**config.mk**
```make
export PLATFORM = sky130hd
export DESIGN_NAME = camera_pixel_packer
export DESIGN_NICKNAME = d
export VERILOG_FILES = /design/src/rtl/pixel_pkg.sv /design/src/rtl/rgb565_to_rgb333.sv /design/src/rtl/camera_pixel_packer.sv
export SDC_FILE = /design/constraint.sdc
export NUM_CORES = 1
export LEC_CHECK = 0
export CAP_MARGIN = 20
export CORE_ASPECT_RATIO = 0.9
export CORE_MARGIN = 2
export CORE_UTILIZATION = 38
export CTS_CLUSTER_SIZE = 28
export DETAILED_ROUTE_END_ITERATION = 8
export PLACE_DENSITY = 0.66
export SYNTH_ARGS = -nofsm -noshare
export SYNTH_HDL_FRONTEND = slang
export SYNTH_SLANG_ARGS = --single-unit
```
**constraint.sdc**
```tcl
create_clock -name clk -period 4 [get_ports clk]
set_clock_uncertainty 0.1 [all_clocks]
set_input_delay 0.4 -clock clk [delete_from_list [all_inputs] [get_ports clk]]
set_output_delay 0.4 -clock clk [all_outputs]
set_load 0.1 [all_outputs]
```
**src/rtl/pixel_pkg.sv**
```systemverilog
// Shared definitions for the 9-bit RGB333 pixel bus.
// Producer (camera_pixel_packer) and consumer (colour-cost logic) both
// import the field positions from here so the bus layout lives in one place.
//   PIXEL_W            : width of a packed pixel
//   R_/G_/B_ MSB/LSB   : channel field positions {R[8:6],G[5:3],B[2:0]}
//   H_PIXELS_DEF/V_LINES_DEF : default active frame geometry
//   packer_state_t     : capture FSM states
package pixel_pkg;
  localparam int PIXEL_W = 9;
  localparam int R_MSB = 8;
  localparam int R_LSB = 6;
  localparam int G_MSB = 5;
  localparam int G_LSB = 3;
  localparam int B_MSB = 2;
  localparam int B_LSB = 0;

  localparam int H_PIXELS_DEF = 320;
  localparam int V_LINES_DEF  = 240;

  typedef enum logic [1:0] {
    IDLE   = 2'd0,
    VBLANK = 2'd1,
    ACTIVE = 2'd2
  } packer_state_t;
endpackage

```
**src/rtl/rgb565_to_rgb333.sv**
```systemverilog
// Combinational RGB565 -> RGB333 reduction.
// Ports:
//   rgb565 in  16  {hi byte, lo byte} as delivered by the camera
//   rgb333 out  9  {R3,G3,B3}
// Build option: PACKER_ROUND_EN selects round-to-nearest with saturation;
// without it each channel is truncated to its top three bits.
module rgb565_to_rgb333
  import pixel_pkg::*;
(
  input  logic [15:0]        rgb565,
  output logic [PIXEL_W-1:0] rgb333
);

`ifdef PACKER_ROUND_EN
  logic [5:0] r_sum;
  logic [6:0] g_sum;
  logic [5:0] b_sum;

  // Adding half an output LSB before the shift rounds to nearest; the carry
  // into the top bit means the result would be 8, so clamp to 7.
  always_comb begin
    r_sum = {1'b0, rgb565[15:11]} + 6'd2;
    g_sum = {1'b0, rgb565[10:5]}  + 7'd4;
    b_sum = {1'b0, rgb565[4:0]}   + 6'd2;
    rgb333 = '0;
    rgb333[R_MSB:R_LSB] = r_sum[5] ? 3'd7 : r_sum[4:2];
    rgb333[G_MSB:G_LSB] = g_sum[6] ? 3'd7 : g_sum[5:3];
    rgb333[B_MSB:B_LSB] = b_sum[5] ? 3'd7 : b_sum[4:2];
  end
`else
  logic unused_lsbs;

  assign rgb333[R_MSB:R_LSB] = rgb565[15:13];
  assign rgb333[G_MSB:G_LSB] = rgb565[10:8];
  assign rgb333[B_MSB:B_LSB] = rgb565[4:2];
  // Truncation discards the channel LSBs.
  assign unused_lsbs = ^{rgb565[12:11], rgb565[7:5], rgb565[1:0]};
`endif

endmodule

```
**src/rtl/camera_pixel_packer.sv**
```systemverilog
// Camera byte stream -> RGB333 frame-buffer writer.
// Pairs RGB565 bytes into pixels, reduces them to RGB333 and writes them
// with a linear address into the frame BRAM. Reports frame completion and
// malformed lines.
// Ports:
//   clk, reset_n    system clock, async active-low reset
//   cam_vsync       synchronised VSYNC (high = vertical blank)
//   cam_href        synchronised HREF (high = active line)
//   cam_byte_valid  one-cycle strobe qualifying cam_data
//   cam_data        camera byte
//   pixel_data      packed RGB333 pixel
//   pixel_addr      BRAM write address
//   pixel_we        BRAM write enable, one cycle per pixel
//   frame_done      one-cycle pulse at end of an active frame
//   line_err        sticky per frame: odd byte count or overlong line
// Build option: PACKER_ROUND_EN (rounding in rgb565_to_rgb333).
module camera_pixel_packer
  import pixel_pkg::*;
#(
  parameter int H_PIXELS = H_PIXELS_DEF,
  parameter int V_LINES  = V_LINES_DEF,
  parameter int ADDR_W   = 17
) (
  input  logic               clk,
  input  logic               reset_n,
  input  logic               cam_vsync,
  input  logic               cam_href,
  input  logic               cam_byte_valid,
  input  logic [7:0]         cam_data,
  output logic [PIXEL_W-1:0] pixel_data,
  output logic [ADDR_W-1:0]  pixel_addr,
  output logic               pixel_we,
  output logic               frame_done,
  output logic               line_err
);

  localparam int CW = $clog2(H_PIXELS + 1);
  localparam int LW = $clog2(V_LINES + 1);
  localparam logic [CW-1:0]     COL_MAX   = CW'(H_PIXELS);
  localparam logic [LW-1:0]     LINE_MAX  = LW'(V_LINES);
  localparam logic [ADDR_W-1:0] LINE_STEP = ADDR_W'(H_PIXELS);

  packer_state_t state, state_nxt;
  logic          vsync_q, href_q;
  logic          phase;
  logic [7:0]    hi;
  logic [CW-1:0] col;
  logic [LW-1:0] line;
  logic [ADDR_W-1:0] line_base;
  logic          frame_done_nxt;
  logic [PIXEL_W-1:0] rgb333;

  logic vsync_rise, vsync_fall;
  logic byte_ok, pix_done, in_frame, eol, phase_after;

  assign vsync_rise = cam_vsync & ~vsync_q;
  assign vsync_fall = ~cam_vsync & vsync_q;

  assign byte_ok  = (state == ACTIVE) && cam_byte_valid && cam_href;
  assign pix_done = byte_ok && phase;
  assign in_frame = (col < COL_MAX) && (line < LINE_MAX);
  // VSYNC rising inside a line closes that line just like an HREF fall.
  assign eol      = (state == ACTIVE) && href_q && (!cam_href || vsync_rise);
  // Phase as it stands after this cycle's byte; a 1 at end of line means a
  // dangling half pixel.
  assign phase_after = byte_ok ? ~phase : phase;

  rgb565_to_rgb333 u_conv (
    .rgb565 ({hi, cam_data}),
    .rgb333 (rgb333)
  );

  always_ff @(posedge clk or negedge reset_n) begin
    if (!reset_n) state <= IDLE;
    else          state <= state_nxt;
  end

  always_comb begin
    state_nxt      = state;
    frame_done_nxt = 1'b0;
    case (state)
      IDLE:   if (vsync_rise) state_nxt = VBLANK;
      VBLANK: if (vsync_fall) state_nxt = ACTIVE;
      ACTIVE: if (vsync_rise) begin
        state_nxt      = VBLANK;
        frame_done_nxt = 1'b1;
      end
      default: state_nxt = IDLE;
    endcase
  end

  always_ff @(posedge clk or negedge reset_n) begin
    if (!reset_n) begin
      vsync_q    <= 1'b0;
      href_q     <= 1'b0;
      phase      <= 1'b0;
      hi         <= '0;
      col        <= '0;
      line       <= '0;
      line_base  <= '0;
      pixel_data <= '0;
      pixel_addr <= '0;
      pixel_we   <= 1'b0;
      frame_done <= 1'b0;
      line_err   <= 1'b0;
    end else begin
      vsync_q    <= cam_vsync;
      href_q     <= cam_href;
      pixel_we   <= 1'b0;
      frame_done <= frame_done_nxt;

      if (state == VBLANK && vsync_fall) begin
        col       <= '0;
        line      <= '0;
        line_base <= '0;
        line_err  <= 1'b0;
        phase     <= 1'b0;
      end

      if (byte_ok && !phase) begin
        hi    <= cam_data;
        phase <= 1'b1;
      end

      if (pix_done) begin
        phase <= 1'b0;
        if (in_frame) begin
          pixel_we   <= 1'b1;
          pixel_addr <= line_base + ADDR_W'(col);
          pixel_data <= rgb333;
          col        <= col + CW'(1);
        end else if (line < LINE_MAX) begin
          // Overlong line; rows past the frame drop silently instead.
          line_err <= 1'b1;
        end
      end

      // Placed after the pixel write so a pixel completing on the last
      // cycle of the line still lands at the old column.
      if (eol) begin
        if (phase_after) line_err <= 1'b1;
        phase <= 1'b0;
        col   <= '0;
        if (line < LINE_MAX) begin
          line      <= line + LW'(1);
          line_base <= line_base + LINE_STEP;
        end
      end
    end
  end

endmodule

```
# Word level (Yosys, flattened, before mapping)
# Cells that the tools add are included.
[totals] ff_bits=76 latch_bits=0 mem_bits_rw=0 mem_bits_ro=0 in_bits=13 out_inout_bits=29 memories=0
[op_classes] addsub=4 mul=0 n_div=0 magnitude_cmp=2 eq_ne=4 shifts=0 muxes=28 n_bitwise=5 reduce_logical=16
[ops] cell="17-bit 2-to-1 mux" n=3
[ops] cell="9-bit 2-to-1 mux" n=4
[ops] cell="8-bit 2-to-1 mux" n=3
[ops] cell="17-bit by 9-bit adder with 17-bit output" n=1
[ops] cell="17-bit by 9-bit adder with 17-bit output, second input constant" n=1
[ops] cell="1-bit 2-to-1 mux" n=15
[ops] cell="9-bit by 1-bit adder with 9-bit output, second input constant" n=1
[ops] cell="9-bit less-than comparator, second input constant" n=1
[ops] cell="8-bit by 1-bit adder with 8-bit output, second input constant" n=1
[ops] cell="1-bit logical AND" n=8
[ops] cell="8-bit less-than comparator, second input constant" n=1
[ops] cell="2-bit 2-to-1 mux" n=2
[ops] cell="2-bit case mux with 2 select lines" n=1
[ops] cell="2-bit AND reduction" n=2
[ops] cell="4-bit nonzero test" n=1
[ops] cell="1-bit inverter" n=3
[ops] cell="1-bit bitwise AND" n=2
[ops] cell="2-bit by 1-bit equality test with 1-bit output, second input constant" n=1
[ops] cell="2-bit equality test, second input constant" n=1
[ops] cell="1-bit zero test" n=2
[ops] cell="2-bit zero test" n=1
[ops] cell="2-bit by 1-bit inequality test with 1-bit output, second input constant" n=1
[ops] cell="2-bit inequality test, second input constant" n=1
[ops] cell="2-bit OR reduction" n=1
[ops] cell="1-bit logical OR" n=1

# Logic depth before layout (Yosys ltp)
# Gate-level depths: netlist of run 1.
[depth] depth_word=9 depth_mapped=8 depth_no_buf=8

# Hierarchy
# A second synthesis of run 1 with hierarchy kept.
[unflattened] cells_unflattened=377 area_unflattened_um2=3733.6
[modules_own_cells] mod="camera_pixel_packer" n_inst=1 cells_per_inst=368 area_each_um2=3666.0
[modules_own_cells] mod="rgb565_to_rgb333" n_inst=1 cells_per_inst=9 area_each_um2=67.6

# Worst setup path before layout of run 1
# No wires, ideal clock.
[synth_timing] kind="reg-to-reg" start="reg col[0]" end="reg pixel_addr[16]" arrival_ns=2.002 slack_ns=1.774 path_stages_with_launch=9 n_path_buf=0 period_less_slack_ns=2.226 path_cell_list="dfrtp_1 -> ha_1 -> fa_1 -> a211oi_1 -> o21ai_4 -> a21oi_1 -> nor3_1 -> xnor2_1 -> o21ai_1"
[synth_via] elab_chain_cells=3 word_cells_on_any_way=4 cone_classes="add/sub (1); order compare (1); reduce/logical (2)"
[synth_lines] element="start: declaration" line_no="camera_pixel_packer.sv:47" rtl="logic [CW-1:0] col;"
[synth_lines] element="start signal: assignment" line_no="camera_pixel_packer.sv:131" rtl="col <= col + CW'(1);"
[synth_lines] element="9-bit less-than comparator" line_no="camera_pixel_packer.sv:61" rtl="assign in_frame = (col < COL_MAX) && (line < LINE_MAX);"
[synth_lines] element="1-bit logical AND" line_no="camera_pixel_packer.sv:61"
[synth_lines] element="2-bit AND reduction (no source line)"
[synth_lines] element="end signal: assignment" line_no="camera_pixel_packer.sv:129" rtl="pixel_addr <= line_base + ADDR_W'(col);"
[synth_lines] element="end: declaration" line_no="camera_pixel_packer.sv:31" rtl="output logic [ADDR_W-1:0] pixel_addr,"
# Parallel ways exist; a longest one is shown, timed or not.
# A chain may end at the register's enable or synchronous reset.

# Worst setup path in the final report of run 1
# Ends and elaborated chain as after synthesis.

==> flow_metrics.tcl, run 1 <==
set metrics [dict create \
    outcome "completed" \
    drc 0 \
    cts_tree "done" \
    power_mw 1.73 \
    slew_headroom_pct 35.0 \
    cts_setup_buffers 0 \
    rows 33 \
    grt_pass1_wl_um 12500 \
    synth_flop_cell "dfrtp_1" \
    grt_max_degree 50 \
    clock_latency_ps 340 \
    rrSetupSlack_ps 1520 \
    cp.required_ps 4120 \
    fin_crit_sh_pct 62.1 \
    fillCellCount 905 \
    worst_r2r_path_depth 8 \
    endpoint_kind "flop" \
    ioPinCount 42 \
    netlist_area_um2 3660 \
    vias 2750 \
    max_freq_mhz 403 \
    syn_inst 374 \
    avgSynthCellArea_um2 9.79 \
    worstPathArrival_ps 2600 \
    fp.dieW_um 107 \
    ant_nets 0 \
    wl_per_cell_um 13.2 \
    die_h_um 97.1 \
    drtPass1Iterations 4 \
    clockPowerShare_pct 35.5 \
    synth_edf_count 0 \
    p_leak_nw 2.02 \
    diodes 0 \
    globalplace.congestion 0.761 \
    hpwlAfterDp_um 4990 \
    ctsResizeCount 0 \
    clockRootBuffer "clkbuf_8" \
    cell_internal_pwr_mw 1.24 \
    final_cells 541 \
    drive_gt1_share_pct 9.31 \
    antenna_found_initial 0 \
    p_seq_share_pct 50.2 \
    clockBufferDepth 2 \
    yosys_register_bits 74 \
    combPwrFrac_pct 14.3 \
    maxCapViolCount 0 \
    synth_nets 403 \
    critical_path_class "flop to flop" \
    cp_slowest_cell "dfrtp_1" \
    setup_viol 0 \
    r2r_end "pixel_addr[16]" \
    grt_pass1_vias 2650 \
    design_area_um2 4390 \
    postCtsHoldBufs 0 \
    critical_path.top_delay_family "compound AO/OA/AOI/OAI gates" \
    cts_sinks 74 \
    utilization_pct 47.5 \
    switching_share_pct 28.6 \
    startpoint_type "flop" \
    clk_pin_slew_ps 80 \
    viasPerCell 5.08 \
    port_buffers 41 \
    yosysWarningCount 0 \
    routed_wl_um 7150 \
    dieArea_um2 10400 \
    setup_tns_ps 0 \
    core_area_um2 9250 \
    rsz0062_at_grt "false" \
    fin_nets 443 \
    min_period_ps 2480 \
    ir_drop_uv 161 \
    htree_levels 3 \
    grt_util_all_layers_pct 14.9 \
    initialDrtViolationCount 110 \
    start_util_pct 39.6 \
    layout_common_cells "nand2_1, dfrtp_1, clkdlybuf4s50_1" \
    r2r-start "col[0]" \
    synth_cell_types 51 \
    drv_slew 0 \
    area_delta_synth_final_pct 20.0 \
    synth.yosys.seq_area_share_pct 50.6 \
    dp.cells 525 \
    powerDensity_nw_per_um2 394 \
    async_flop_share_pct 100 \
    placed_area_um2 4180 \
    p_sw_uw 494 \
    critPathMaxFanout 6 \
    worst_pin_slew_ps 972 \
    cts_buffers 9 \
    path_cells "ha_1 > fa_1 > a211oi_1 > o21ai_4 > a21oi_1 > nor3_1 > xnor2_1 > o21ai_1" \
    cpPeakStageDelay_ps 450 \
    overflow 0 \
    hold_path.class "input port to async pin" \
    path_buf_inv 0 \
    hold_viol 0 \
]
-- synth_stat cells (3+ instances only) --
master / n / area, um2
nand3_1: 19 / 95.1
o31ai_1: 5 / 37.5
nand2_1: 74 / 278
buf_2: 8 / 40.0
nand2b_1: 3 / 18.8
nor3_1: 6 / 30.0
and3_1: 7 / 43.8
a211oi_1: 4 / 30.0
ha_1: 15 / 188
and2_1: 8 / 50.1
xnor2_1: 8 / 70.1
a31oi_1: 4 / 25.0
clkbuf_1: 7 / 26.3
nor2_1: 23 / 86.3
o21ai_1: 16 / 80.1
xor2_1: 12 / 105
nor2b_1: 3 / 18.8
a21oi_1: 20 / 100
o21ai_0: 6 / 30.0
dfrtp_1: 74 / 1850
inv_1: 5 / 18.8
mux2_2: 6 / 67.6
a21o_1: 4 / 30.0
-- worst max path at each step --
stage / start / endpoint / cells past startpoint
6_report: col[0] / pixel_addr[16] / 8
5_1_grt: col[0] / pixel_addr[16] / 8
4_1_cts: col[0] / pixel_addr[16] / 8
3_5_place_dp: cam_href / col[5] / 10
3_3_place_gp: cam_href / col[5] / 10
2_1_floorplan: col[0] / pixel_addr[16] / 8
-- cell type report --
type                    instances  area, um2  area share (%)
repair buffers                 45        435            9.91
clock inverters                 5       61.3            1.40
inverters                       6       22.5           0.513
clock buffers                  11        151            3.45
well taps                     122        153            3.48
multi-input cells             278       1720            39.1
flip-flops and latches         74       1850            42.2
-- through the flow --
stage	hold slack (ps)	setup slack [ps]
floorplan	4.41	1770
detailed placement	356	1170
finish	21.3	1520
CTS	32.9	1510
global placement	349	1240
global route	51.2	1330
-- routing by layer --
metal	up-vias	global-route usage, %	part of all wire [%]
li1	1371	-	-
met1	1333	21.0	51
met2	41	22.5	45
met3	5	4.02	3.1
met4	0	4.14	0.95
met5	-	0	0
-- logic make-up (layout without fill, tap and decap cells) --
kind of cell / after synthesis / count (layout) / synth area share (%)
AOI/OAI and AO/OA: 76 / 76 / 13.4
muxes: 9 / 9 / 2.70
and+or+nand+nor: 157 / 157 / 20.2
adders and majority gates: 16 / 16 / 5.68
xor gates and xnor gates: 20 / 20 / 4.79
buffers and inverters: 22 / 67 / 2.63
DFF: 74 / 74 / 50.6
-- power by group through the flow --
| stage | clock [mW] | sequential, mW | combinational [mW] |
|---|---|---|---|
| 5_1_grt | 0.669 | 0.881 | 0.274 |
| 6_report | 0.613 | 0.869 | 0.248 |
| 4_1_cts | 0.629 | 0.868 | 0.250 |
| 2_1_floorplan | 0 | 0.904 | 0.151 |
| 3_5_place_dp | 0 | 0.882 | 0.249 |
| 3_3_place_gp | 0 | 0.880 | 0.245 |
-- sequential cells by signal, summed over array words and instances, names as in the netlist, 2 cells and up --
name        count
hi              6
col             9
line_base      17
line            8
state           2
pixel_addr     17
pixel_data      9
Note: power is estimated with default switching activity, not from simulation.
==> inputs of run 2 (changes only) <==
==> constraint.sdc (replaced) <==
create_clock -name clk -period 2.5 [get_ports clk]
set_clock_uncertainty 0.1 [all_clocks]
set_input_delay 0.25 -clock clk [delete_from_list [all_inputs] [get_ports clk]]
set_output_delay 0.25 -clock clk [all_outputs]
set_load 0.1 [all_outputs]
==> run 2 against run 1 <==
  * Highest routed layer unchanged
  * Maximum frequency grew 8.4%
  * Largest power group unchanged
  * Critical path type unchanged
  * Combinational power grew 63%
  * First-iteration DRC count grew 35%
  * Sequential share of layout area grew 0.096 points
  * Via count grew 0.62%
  * Die area is the same
  * Critical path depth is the same
  * Cell area shrank 0.23%
==> flow_metrics.tcl, run 2 (synthesis gave the netlist of run 1 again) <==
set metrics [dict create \
    outcome "completed" \
    critPathMaxFanout 6 \
    hold_path.class "input port to async pin" \
    fp.dieW_um 107 \
    drtPass1Iterations 4 \
    powerDensity_nw_per_um2 640 \
    cts_setup_buffers 0 \
    wl_per_cell_um 13.0 \
    cp.required_ps 2620 \
    worstPathArrival_ps 2410 \
    placed_area_um2 4150 \
    critical_path.top_delay_family "compound AO/OA/AOI/OAI gates" \
    design_area_um2 4380 \
    path_buf_inv 0 \
    r2r-start "col[0]" \
    rsz0062_at_grt "false" \
    cts_buffers 9 \
    antenna_found_initial 0 \
    path_cells "ha_1 > fa_1 > a211oi_2 > o21ai_4 > a21oi_1 > nor3_1 > xnor2_1 > o21ai_1" \
    post-place-ws_ps 90.2 \
    cp_slowest_cell "dfrtp_1" \
    setup_viol 0 \
    reg.largest.list "line_base (17), pixel_addr (17)" \
    die_h_um 97.1 \
    drc 0 \
    dieArea_um2 10400 \
    clk_pin_slew_ps 80 \
    fillCellCount 890 \
    vias 2767 \
    hold_viol 0 \
    clock_latency_ps 340 \
    grt_util_all_layers_pct 14.3 \
    ir_drop_uv 418 \
    slew_headroom_pct 53.1 \
    routed_wl_um 7110 \
    startpoint_type "flop" \
    globalplace.congestion 0.819 \
    cts_tree "done" \
    grt_pass1_vias 2716 \
    drv_slew 0 \
    fin_crit_sh_pct 91.6 \
    ant_nets 0 \
    htree_levels 3 \
    layout_common_cells "nand2_1, dfrtp_1, buf_4" \
    power_mw 2.81 \
    endpoint_kind "flop" \
    clockBufferDepth 2 \
    cts_sinks 74 \
    area_delta_synth_final_pct 19.7 \
    crit_start "col[0]" \
    critical_path_class "flop to flop" \
    max_freq_mhz 437 \
    maxCapViolCount 0 \
    utilization_pct 47.4 \
    min_period_ps 2290 \
    diodes 0 \
    start_util_pct 39.6 \
    hpwlAfterDp_um 4950 \
    worst_pin_slew_ps 702 \
    core_area_um2 9250 \
    regArea_um2 1850 \
    setup_tns_ps 0 \
    initialDrtViolationCount 148 \
    port_buffers 41 \
    overflow 0 \
    rows 33 \
    grt_pass1_wl_um 12300 \
    grt_max_degree 60 \
    viasPerCell 5.07 \
    drive_gt1_share_pct 17.0 \
    p_leak_nw 2.12 \
    cpPeakStageDelay_ps 440 \
    fin_nets 448 \
    ioPinCount 42 \
    multiInputGateArea_um2 1720 \
    fin_ws_ps 210 \
    clockRootBuffer "clkbuf_8" \
]
## run 2: changes by cell type in the layout (fill, tap and decap cells not counted), sizes merged
| cell | previous run | this run |
|---|---|---|
| buf | 5 | 38 |
| bufinv | 1 | 2 |
| clkbuf | 11 | 10 |
| clkdlybuf4s50 | 40 | 11 |
| clkinv | 0 | 2 |
| clkinvlp | 3 | 1 |
| dlygate4sd3 | 0 | 1 |
## run 2: worst register-to-register path, cell delays in order (launching register included)
cell and delay, ps:
dfrtp_1 440, ha_1 250, fa_1 440, a211oi_2 320, o21ai_4 120, a21oi_1 220, nor3_1 90, xnor2_1 140
o21ai_1 70
## run 2: layout make-up
cell class,instances,area share (%)
flip-flops and latches,74,42.3
multi-input cells,278,39.3
repair buffers,50,9.48
well taps,122,3.48
clock buffers,10,2.91
clock inverters,6,2.06
inverters,6,0.514
## run 2: worst paths after layout
path                                  endpoint  slack, ps  depth (start not counted)
worst max register to register  pixel_addr[16]        210                          8
worst min-delay path             pixel_data[4]        260                          2
worst max-delay path            pixel_addr[16]        210                          8
min in group clk                 pixel_data[2]        340                          3
max in group asynchronous        pixel_addr[5]       1410                          3
worst min register to register   pixel_data[4]        370                          2
## run 2: repair_timing
item	in CTS	in global routing
hold buffers	1	0
endpoints found under the hold margin	15	0
setup endpoints to repair	0	1
gates resized for setup	0	1
## run 2: layer usage
metal	track usage, %	up-vias	part of all wire [%]
li1	-	1386	-
met1	20.3	1327	51
met2	22.2	47	44
met3	3.22	7	3.3
met4	3.75	0	1.0
met5	0	-	0
## run 2: report_power, final
group | switching, mW | internal (mW) | leakage (nW)
combinational | 0.242 | 0.163 | 0.998
sequential | 0.0916 | 1.30 | 1.02
clock | 0.443 | 0.566 | 0.107
total | 0.777 | 2.03 | 2.12
## run 2: stage by stage
step	instances	hold WS, ps
after floorplan	374	-146
final	546	260
after detailed placement	529	93.8
after global routing	546	286
after CTS	546	257
after global placement	529	93.1
==> inputs of run 3 (changes only) <==
--- a/config.mk
+++ b/config.mk
@@ -9,8 +9,10 @@
 export CORE_ASPECT_RATIO = 0.9
 export CORE_MARGIN = 2
 export CORE_UTILIZATION = 38
+export CTS_BUF_LIST = sky130_fd_sc_hd__clkbuf_8
 export CTS_CLUSTER_SIZE = 28
 export DETAILED_ROUTE_END_ITERATION = 8
+export MAX_ROUTING_LAYER = met4
 export PLACE_DENSITY = 0.66
 export SYNTH_ARGS = -nofsm -noshare
 export SYNTH_HDL_FRONTEND = slang
==> run 3 against run 2 <==
  * Utilization is the same
  * Worst setup slack better by 1.4 ps
  * Combinational power about the same
  * Non-clock buffer count is the same
  * Largest power group unchanged
  * Clock power is essentially flat
  * Cell count unchanged
  * Sequential power about the same
  * First-iteration DRC count is the same
  * Count of clock-buffer cells in the layout shrank 1
  * Register-to-register slack barely moved
  * Flip-flop and latch count stayed put
==> flow_metrics.tcl, run 3 (synthesis gave the netlist of run 1 again) <==
set metrics [dict create \
    hold_viol 0 \
    rows 33 \
    slew_headroom_pct 53.1 \
    outcome "completed" \
    r2r-start "col[0]" \
    start_util_pct 39.6 \
    post-place-ws_ps 90.2 \
    clk_pin_slew_ps 80 \
    cts_buffers 9 \
    antenna_found_initial 0 \
    overflow 0 \
    grt_pass1_wl_um 12300 \
    cts_setup_buffers 0 \
    die_h_um 97.1 \
    cp.required_ps 2620 \
    routed_wl_um 7110 \
    p_leak_nw 2.12 \
    rrSetupSlack_ps 210 \
    final_cells 546 \
    dieArea_um2 10400 \
    min_period_ps 2290 \
    port_buffers 41 \
    endpoint_kind "flop" \
    maxCapViolCount 0 \
    grt_pass1_vias 2715 \
    ant_nets 0 \
    ioPinCount 42 \
    ir_drop_uv 418 \
    worstPathArrival_ps 2410 \
    grt_max_degree 60 \
    clockRootBuffer "clkbuf_8" \
    rsz0062_at_grt "false" \
    max_freq_mhz 437 \
    wl_per_cell_um 13.0 \
    hpwlAfterDp_um 4950 \
    setup_viol 0 \
    critPathMaxFanout 6 \
    layout_common_cells "nand2_1, dfrtp_1, buf_4" \
    cts_sinks 74 \
    fp.dieW_um 107 \
    fin_ws_ps 211 \
    dp.cells 529 \
    drive_gt1_share_pct 17.0 \
    hold_path.class "input port to async pin" \
    clock_latency_ps 340 \
    worst_r2r_path_depth 8 \
    r2r_end "pixel_addr[16]" \
    grt_util_all_layers_pct 14.7 \
    area_delta_synth_final_pct 19.7 \
    vias 2768 \
    drv_slew 0 \
    htree_levels 3 \
    cts_tree "done" \
    utilization_pct 47.4 \
    hold_slack_ps 260 \
    globalplace.congestion 0.831 \
    fin_crit_sh_pct 91.6 \
    startpoint_type "flop" \
    drtPass1Iterations 4 \
    drc 0 \
    initialDrtViolationCount 148 \
    clockBufferDepth 2 \
    powerDensity_nw_per_um2 640 \
    viasPerCell 5.07 \
    setup_tns_ps 0 \
    critical_path_class "flop to flop" \
    diodes 0 \
    reg.largest.list "line_base (17), pixel_addr (17)" \
    fin_nets 448 \
    worst_pin_slew_ps 702 \
    core_area_um2 9250 \
]
## run 3: changes by cell type in the layout (fill, tap and decap cells not counted), sizes merged
cell / previous run / this run
clkbuf: 10 / 9
inv: 7 / 8
## run 3: worst max-delay path by stage
stage	slack, ps	cells past startpoint	endpoint	startpoint
after floorplan	270	8	pixel_addr[16]	col[0]
after global placement	140	8	pixel_addr[16]	col[0]
after detailed placement	90	8	pixel_addr[16]	col[0]
after CTS	90	8	pixel_addr[16]	col[0]
after global routing	50	8	pixel_addr[16]	col[0]
final	210	8	pixel_addr[16]	col[0]
## run 3: repair_timing
item | 4_1_cts | 5_1_grt
hold endpoints to repair | 15 | 0
hold buffers | 1 | 0
setup endpoints to repair | 0 | 1
gates resized for setup | 0 | 1
## run 3: routing by layer
| metal | GRT usage (%) | wire, um |
|---|---|---|
| met1 | 20.3 | 3660 |
| met2 | 22.2 | 3160 |
| met3 | 3.22 | 218 |
| met4 | 3.75 | 70 |
| met5 | - | 0 |
## run 3: critical path, cell delays in order (launching register included)
cell and delay (ps):
dfrtp_1 440, ha_1 250, fa_1 440, a211oi_2 320
o21ai_4 120, a21oi_1 220, nor3_1 90, xnor2_1 140
o21ai_1 70
## run 3: where the power goes
group / internal [mW] / total, mW / switching [mW]
combinational: 0.163 / 0.405 / 0.242
sequential: 1.30 / 1.39 / 0.0914
clock: 0.562 / 1.01 / 0.445
## run 3: metrics by stage
step           power [mW]  cell area (um2)
3_3_place_gp         1.81             4150
6_report             2.80             4380
3_5_place_dp         1.82             4150
5_1_grt              2.96             4380
2_1_floorplan        1.69             3660
4_1_cts              2.85             4380
## run 3: cell type report
class | instances | area [um2]
Fill cell | 890 | 4870
Sequential cell | 74 | 1850
Multi-Input combinational cell | 278 | 1720
Timing Repair Buffer | 50 | 415
Tap cell | 122 | 153
Clock buffer | 9 | 124
Clock inverter | 7 | 93.8
Inverter | 6 | 22.5
